==> src/rtl/sistema_pio_in.sv <==
// Avalon-MM input PIO: synchronizes and optionally debounces an external bus,
// latches edges into a sticky capture register and raises a masked level irq.
module sistema_pio_in #(
  parameter int unsigned      WIDTH           = 3,
  parameter int unsigned      DEBOUNCE_CYCLES = 0,
  parameter int unsigned      EDGE_TYPE       = 0,
  parameter logic [WIDTH-1:0] RESET_VALUE     = '0
) (
  input  logic             clk,
  input  logic             reset,
  input  logic [1:0]       address,
  input  logic             chipselect,
  input  logic             write_n,
  input  logic [31:0]      writedata,
  input  logic [WIDTH-1:0] in_port,
  output logic [31:0]      readdata,
  output logic             irq
);

  localparam int unsigned CW = (DEBOUNCE_CYCLES > 0) ? $clog2(DEBOUNCE_CYCLES + 1) : 1;
  localparam logic [CW-1:0] CNT_LAST = (DEBOUNCE_CYCLES > 0) ? CW'(DEBOUNCE_CYCLES - 1) : '0;

  logic [WIDTH-1:0] sync1_q, sync1_d;
  logic [WIDTH-1:0] sync2_q, sync2_d;
  logic [WIDTH-1:0] deb_q, deb_d;
  logic [WIDTH-1:0] prev_q, prev_d;
  logic [WIDTH-1:0] cap_q, cap_d;
  logic [WIDTH-1:0] mask_q, mask_d;
  logic [CW-1:0]    cnt_q [WIDTH];
  logic [CW-1:0]    cnt_d [WIDTH];
  logic             irq_q, irq_d;

  logic             wr_en;
  logic [WIDTH-1:0] edges;
  logic [WIDTH-1:0] clr;
  logic             unused_wdata;

  assign unused_wdata = ^writedata;

  always_comb begin
    // NOTE: every output of this block gets a default first, so no path leaves one unassigned and infers a latch.
    sync1_d = in_port;
    sync2_d = sync1_q;
    prev_d  = deb_q;
    deb_d   = deb_q;

    // A bit only moves once sync2 has disagreed with it for DEBOUNCE_CYCLES samples in a row.
    for (int i = 0; i < WIDTH; i++) begin
      cnt_d[i] = '0;
      if (DEBOUNCE_CYCLES == 0) begin
        deb_d[i] = sync2_q[i];
      end else if (sync2_q[i] != deb_q[i]) begin
        if (cnt_q[i] == CNT_LAST) deb_d[i] = sync2_q[i];
        else                      cnt_d[i] = cnt_q[i] + CW'(1);
      end
    end

    case (EDGE_TYPE)
      0:       edges = deb_q & ~prev_q;
      1:       edges = ~deb_q & prev_q;
      default: edges = deb_q ^ prev_q;
    endcase

    wr_en  = chipselect & ~write_n;
    clr    = (wr_en && address == 2'd3) ? writedata[WIDTH-1:0] : '0;
    cap_d  = (cap_q & ~clr) | edges;
    mask_d = (wr_en && address == 2'd1) ? writedata[WIDTH-1:0] : mask_q;
    irq_d  = |(cap_q & mask_q);
  end

  always_comb begin
    readdata = '0;
    case (address)
      2'd0:    readdata[WIDTH-1:0] = deb_q;
      2'd1:    readdata[WIDTH-1:0] = mask_q;
      2'd3:    readdata[WIDTH-1:0] = cap_q;
      default: ;
    endcase
  end

  always_ff @(posedge clk or posedge reset) begin
    if (reset) begin
      sync1_q <= RESET_VALUE;
      sync2_q <= RESET_VALUE;
      deb_q   <= RESET_VALUE;
      prev_q  <= RESET_VALUE;
      cap_q   <= '0;
      mask_q  <= '0;
      // NOTE: the per-bit counter array is tiny and must restart from zero, so it is reset like plain flops.
      cnt_q   <= '{default: '0};
      irq_q   <= 1'b0;
    end else begin
      // NOTE: non-blocking updates, so every flop samples the values from before this edge.
      sync1_q <= sync1_d;
      sync2_q <= sync2_d;
      deb_q   <= deb_d;
      prev_q  <= prev_d;
      cap_q   <= cap_d;
      mask_q  <= mask_d;
      cnt_q   <= cnt_d;
      irq_q   <= irq_d;
    end
  end

  assign irq = irq_q;

endmodule

==> config.mk <==
export PLATFORM = sky130hd
export DESIGN_NAME = sistema_pio_in
export DESIGN_NICKNAME = d
export VERILOG_FILES = /design/src/rtl/sistema_pio_in.sv
export SDC_FILE = /design/constraint.sdc
export NUM_CORES = 1
export LEC_CHECK = 0
export BUFFER_PORTS_ARGS = -buffer_cell sky130_fd_sc_hd__buf_2
export CAP_MARGIN = 25
export CORE_MARGIN = 4
export CORE_UTILIZATION = 38
export DETAILED_ROUTE_END_ITERATION = 7
export PLACE_DENSITY = 0.79
export SLEW_MARGIN = 20
export SYNTH_ARGS = -nofsm -noshare
export SYNTH_HDL_FRONTEND = slang
export SYNTH_SLANG_ARGS = --single-unit
==> constraint.sdc <==
create_clock -name clk -period 1.3 [get_ports clk]
set_input_delay 0.195 -clock clk [delete_from_list [all_inputs] [get_ports clk]]
set_output_delay 0.195 -clock clk [all_outputs]
set_load 0.1 [all_outputs]
**Word-level counts from Yosys, hierarchy flattened**

Index checks and enable logic that the tools add are counted.

- Eq/ne operators: 2
- Mux-type cells: 2
- Bitwise operators: 8
- Reductions and logical operators: 4

Operators with widths:

| cell | count |
|---|---|
| $and 3x3->3 | 3 |
| $pmux 3 s3 | 1 |
| $not 3->3 | 2 |
| $mux 3 | 1 |
| $or 3x3->3 | 1 |
| $reduce_or 3->1 | 1 |
| $eq 2x1->1 const B | 1 |
| $eq 2x2->1 const B | 1 |
| $logic_and 1x1->1 | 2 |
| $logic_not 2->1 | 1 |
| $and 1x1->1 | 1 |
| $not 1->1 | 1 |

- Flip-flop bits (word level): 19
- Input port bits: 41
- Output and inout bits: 33
- Logic and storage cells: 23

**Depth between registers and ports, before layout**

- Depth in word-level cells: 7
- Mapped depth: 2
- Depth with buffers taken out: 2

**Worst setup path before layout**

OpenSTA, ideal clock, no wires.

- Path kind: reg-to-output
- From: reg cap_q[0]
- To: out readdata[0]
- Data arrival time: 1.250 ns
- Required time: 1.105 ns
- Slack: -0.145 ns
- Cell stages (with the launch flop): 3
- Buffers on the path: 0
- Cell sequence: dfrtp_1 > mux2_2 > a22o_1

- Cells in the longest elaborated chain, start to end: 1

Ends and longest elaborated chain:

| item | RTL line | text |
|---|---|---|
| from (decl) | 27 | `logic [WIDTH-1:0] cap_q, cap_d;` |
| from (signal assigned) | 98 | `cap_q <= cap_d;` |
| $pmux 3 s3 | 73 | `case (address)` |
| to (decl) | 16 | `output logic [31:0] readdata,` |

Every way passes these cells.

**Final worst setup path**

- From: reg mask_q[0]
- To: out readdata[0]

- Cells in the longest elaborated chain, start to end: 1

Ends and longest elaborated chain:

| item | RTL line | text |
|---|---|---|
| from (decl) | 28 | `logic [WIDTH-1:0] mask_q, mask_d;` |
| from (signal assigned) | 99 | `mask_q <= mask_d;` |
| $pmux 3 s3 | 73 |  |

Every way passes these cells.

==> results.yml <==
global_route:
  grt_antenna_before_repair: 0
  first_global_vias: 539
  grt_first_pass_wirelength_um: 2470
  pin_count_of_the_biggest_net_entering_global_routing: 20
  grt_remaining_overflow: 0
  grt_usage: 0.104
sta:
  finalWorstPathRequiredPeriod_ps: 1600
  finalSetupViolations: 3
  unrepaired_setup_endpoints_after_global_routing: "true"
  clock.fmax_mhz: 624
  final.setup_skew_ps: 3.77
  fin_ws_ps: -302
  finalHoldViolCount: 0
  timing.final.max_slew_violations: 0
  final.hold.worst_slack_ps: 119
  min_period_over_period: 1.23
  totalNegativeSetupSlack_ps: -863
critical_path:
  crit_chain: "mux2_4 > a22o_4 > buf_12"
  largest_driver_fanout_on_the_critical_path: 2
  crit_required_ps: 1110
  startpoint_type: "flop"
  master_of_the_slowest_instance_on_the_critical_path: "sky130_fd_sc_hd__dfrtp_1"
  stage_delay_of_the_slowest_cell_on_the_critical_path_ps: 400
  timing.critical_path.to_type: "output pin"
  worstPathArrival_ps: 1410
  timing.setup.critical_path_class: "reg2out"
  timing.critical_path.buf_inv: 1
  critPathTopFamily: "flip-flops"
pwr:
  leakage_nw: 0.601
  clockPowerShare: 0.183
  power.combinational.fraction: 0.438
  power.share.sequential: 0.379
  max_ir_drop_vdd_v: 0.000839
  power.share.switching: 0.462
  p_int_mw: 0.941
  power_density_nw_per_um2: 1540
  net_load_switching_power_mw: 0.807
synthesis:
  synth.yosys.seq_area_share: 0.518
  post_synth_num_cell_types: 13
  ys.warnings.count: 0
  synth_seq_cells: 19
  instance_count_of_the_mapped_netlist: 76
  synth.avg_cell_area_um2: 12.1
  post_synth_instance_area_um2: 918
clock_tree:
  htree_num_levels: 1
  cts.clk_slew.worst_paths_ps: 110
  clock_buffers_created_by_tritoncts: 3
  clk_path_buf_depth: 2
  cts.sink_count: 19
  tritoncts: "yes"
  cts_root_buf: "sky130_fd_sc_hd__clkbuf_4"
  latest_clock_arrival_within_the_worst_skew_pair_ps: 310
placement:
  placement.io_buffers: 15
  place.gp.congestion: 0.791
  placedInstanceArea_um2: 980
  dp_worst_setup_slack_ps: -130
  total_half_perimeter_wirelength_after_legalization_and_detailed_placement_um: 1180
finish:
  synthToLayoutAreaGrowth_pct: 23.7
  design.final.nets: 149
  final_layout_size_suffix_gt1_frac: 0.364
  n_antenna_cell: 0
  fraction_of_the_core_area_covered_by_cells_at_the_end_of_the_flow: 0.504
  design_area_um2: 1140
drt:
  drc_errors: 0
  detailedRoute.firstIterationViolations: 2
  routed_via_density: 4.24
  routed_wl_um: 1580
  vias: 573
  remaining_antenna_violation_count_after_routing: 0
  dr.pass1.iters: 4
  routed_wire_length_per_instance_um: 11.7
die:
  die_w_um: 57.2
  core_um2: 2250
  io-pin-count: 74
  design.die.area_um2: 3270
  fp-row-count: 17
  start_util: 0.407
  die_h_um: 57.2
run_status:
  violations_in_the_final_reports: "negative setup slack"
  outcome: "complete, but fails checks"
run:
  cap_viol_max_count: 0
hold_path:
  worstHoldPathType: "in2reg"
==> layout by cell type, fill, tap and decap left out, drive strengths merged <==
master	instances
and4bb	1
dfrtp	19
clkbuf	3
mux2	6
conb	29
o221ai	3
a222oi	1
a22o	3
buf	24
dlygate4sd3	4
inv	8
nand2b	3
nor2	1
and4b	1
clkinvlp	1
==> cell type report <==
class	count	area, um2
Sequential cell	19	475
Clock inverter	1	7.51
Timing Repair Buffer	28	228
Multi-Input combinational cell	48	338
Tap cell	28	35.0
Fill cell	198	1120
Inverter	8	30.0
Clock buffer	3	22.5
==> metrics by stage <==
| stage | instances | total power [mW] |
|---|---|---|
| 6_report | 135 | 1.75 |
| 3_3_place_gp | 126 | 1.35 |
| 5_1_grt | 135 | 1.81 |
| 3_5_place_dp | 126 | 1.35 |
| 4_1_cts | 135 | 1.75 |
| 2_1_floorplan | 104 | 1.33 |
==> synthesized netlist by cell type <==
master / n / share of area
sky130_fd_sc_hd__dfrtp_1: 19 / 0.52
sky130_fd_sc_hd__a222oi_1: 1 / 0.011
sky130_fd_sc_hd__o221ai_1: 3 / 0.029
sky130_fd_sc_hd__mux2_4: 3 / 0.049
sky130_fd_sc_hd__and4b_2: 1 / 0.012
sky130_fd_sc_hd__conb_1: 1 / 0.0041
sky130_fd_sc_hd__inv_1: 8 / 0.033
sky130_fd_sc_hd__nand2b_1: 3 / 0.020
sky130_fd_sc_hd__and4bb_4: 1 / 0.018
sky130_fd_sc_hd__nor2_1: 1 / 0.0041
sky130_fd_sc_hd__mux2_2: 3 / 0.037
sky130_fd_sc_hd__buf_4: 29 / 0.24
sky130_fd_sc_hd__a22o_1: 3 / 0.029
==> per-layer routing <==
| metal | routed length [um] | vias to the layer above | track usage |
|---|---|---|---|
| met5 | 0 | - | 0 |
| met4 | 59 | 0 | 0.0695 |
| met3 | 188 | 9 | 0.0498 |
| met2 | 713 | 40 | 0.152 |
| met1 | 618 | 271 | 0.121 |
| li1 | - | 253 | - |
==> path summary, 6_finish.rpt <==
| check | from | endpoint | slack, ps | cells past startpoint |
|---|---|---|---|---|
| max | mask_q[0] | readdata[0] | -300 | 3 |
| min | writedata[0] | mask_q[0] | 120 | 2 |
| max reg2reg | mask_q[2] | irq | 170 | 4 |
| min reg2reg | sync1_q[2] | deb_d[2] | 360 | 0 |
| max in group asynchronous | reset | deb_q[1] | 680 | 4 |
| min in group asynchronous | reset | cap_q[0] | 430 | 4 |
==> repair_timing <==
action | 4_1_cts | 5_1_grt
setup buffers | 1 | 0
hold endpoints to repair | 22 | 0
setup endpoints to repair | 3 | 3
resized for setup | 18 | 0
pin swaps | 1 | 0
hold buffers | 4 | 0
==> power groups by stage <==
stage	combinational, mW	sequential [mW]	clock, mW
5_1_grt	0.790	0.668	0.354
4_1_cts	0.766	0.663	0.323
3_5_place_dp	0.683	0.671	0
6_report	0.766	0.663	0.319
2_1_floorplan	0.603	0.726	0
3_3_place_gp	0.675	0.670	0
==> kinds of logic (layout without fill, tap and decap cells) <==
kind of cell | after synthesis | count (layout) | share of synthesized area
AND/OR/NAND/NOR | 6 | 6 | 0.0545
flip-flops | 19 | 19 | 0.518
buffers and inverters | 37 | 40 | 0.270
other | 1 | 29 | 0.00408
multiplexers | 6 | 6 | 0.0858
AO/OA/AOI/OAI | 7 | 7 | 0.0681
==> registers in the layout, summed over array words and instances (netlist names) <==
register  cells
cap_q         3
deb_d         3
deb_q         3
irq           1
mask_q        3
prev_q        3
sync1_q       3
Note: power is estimated with default switching activity, not from simulation.
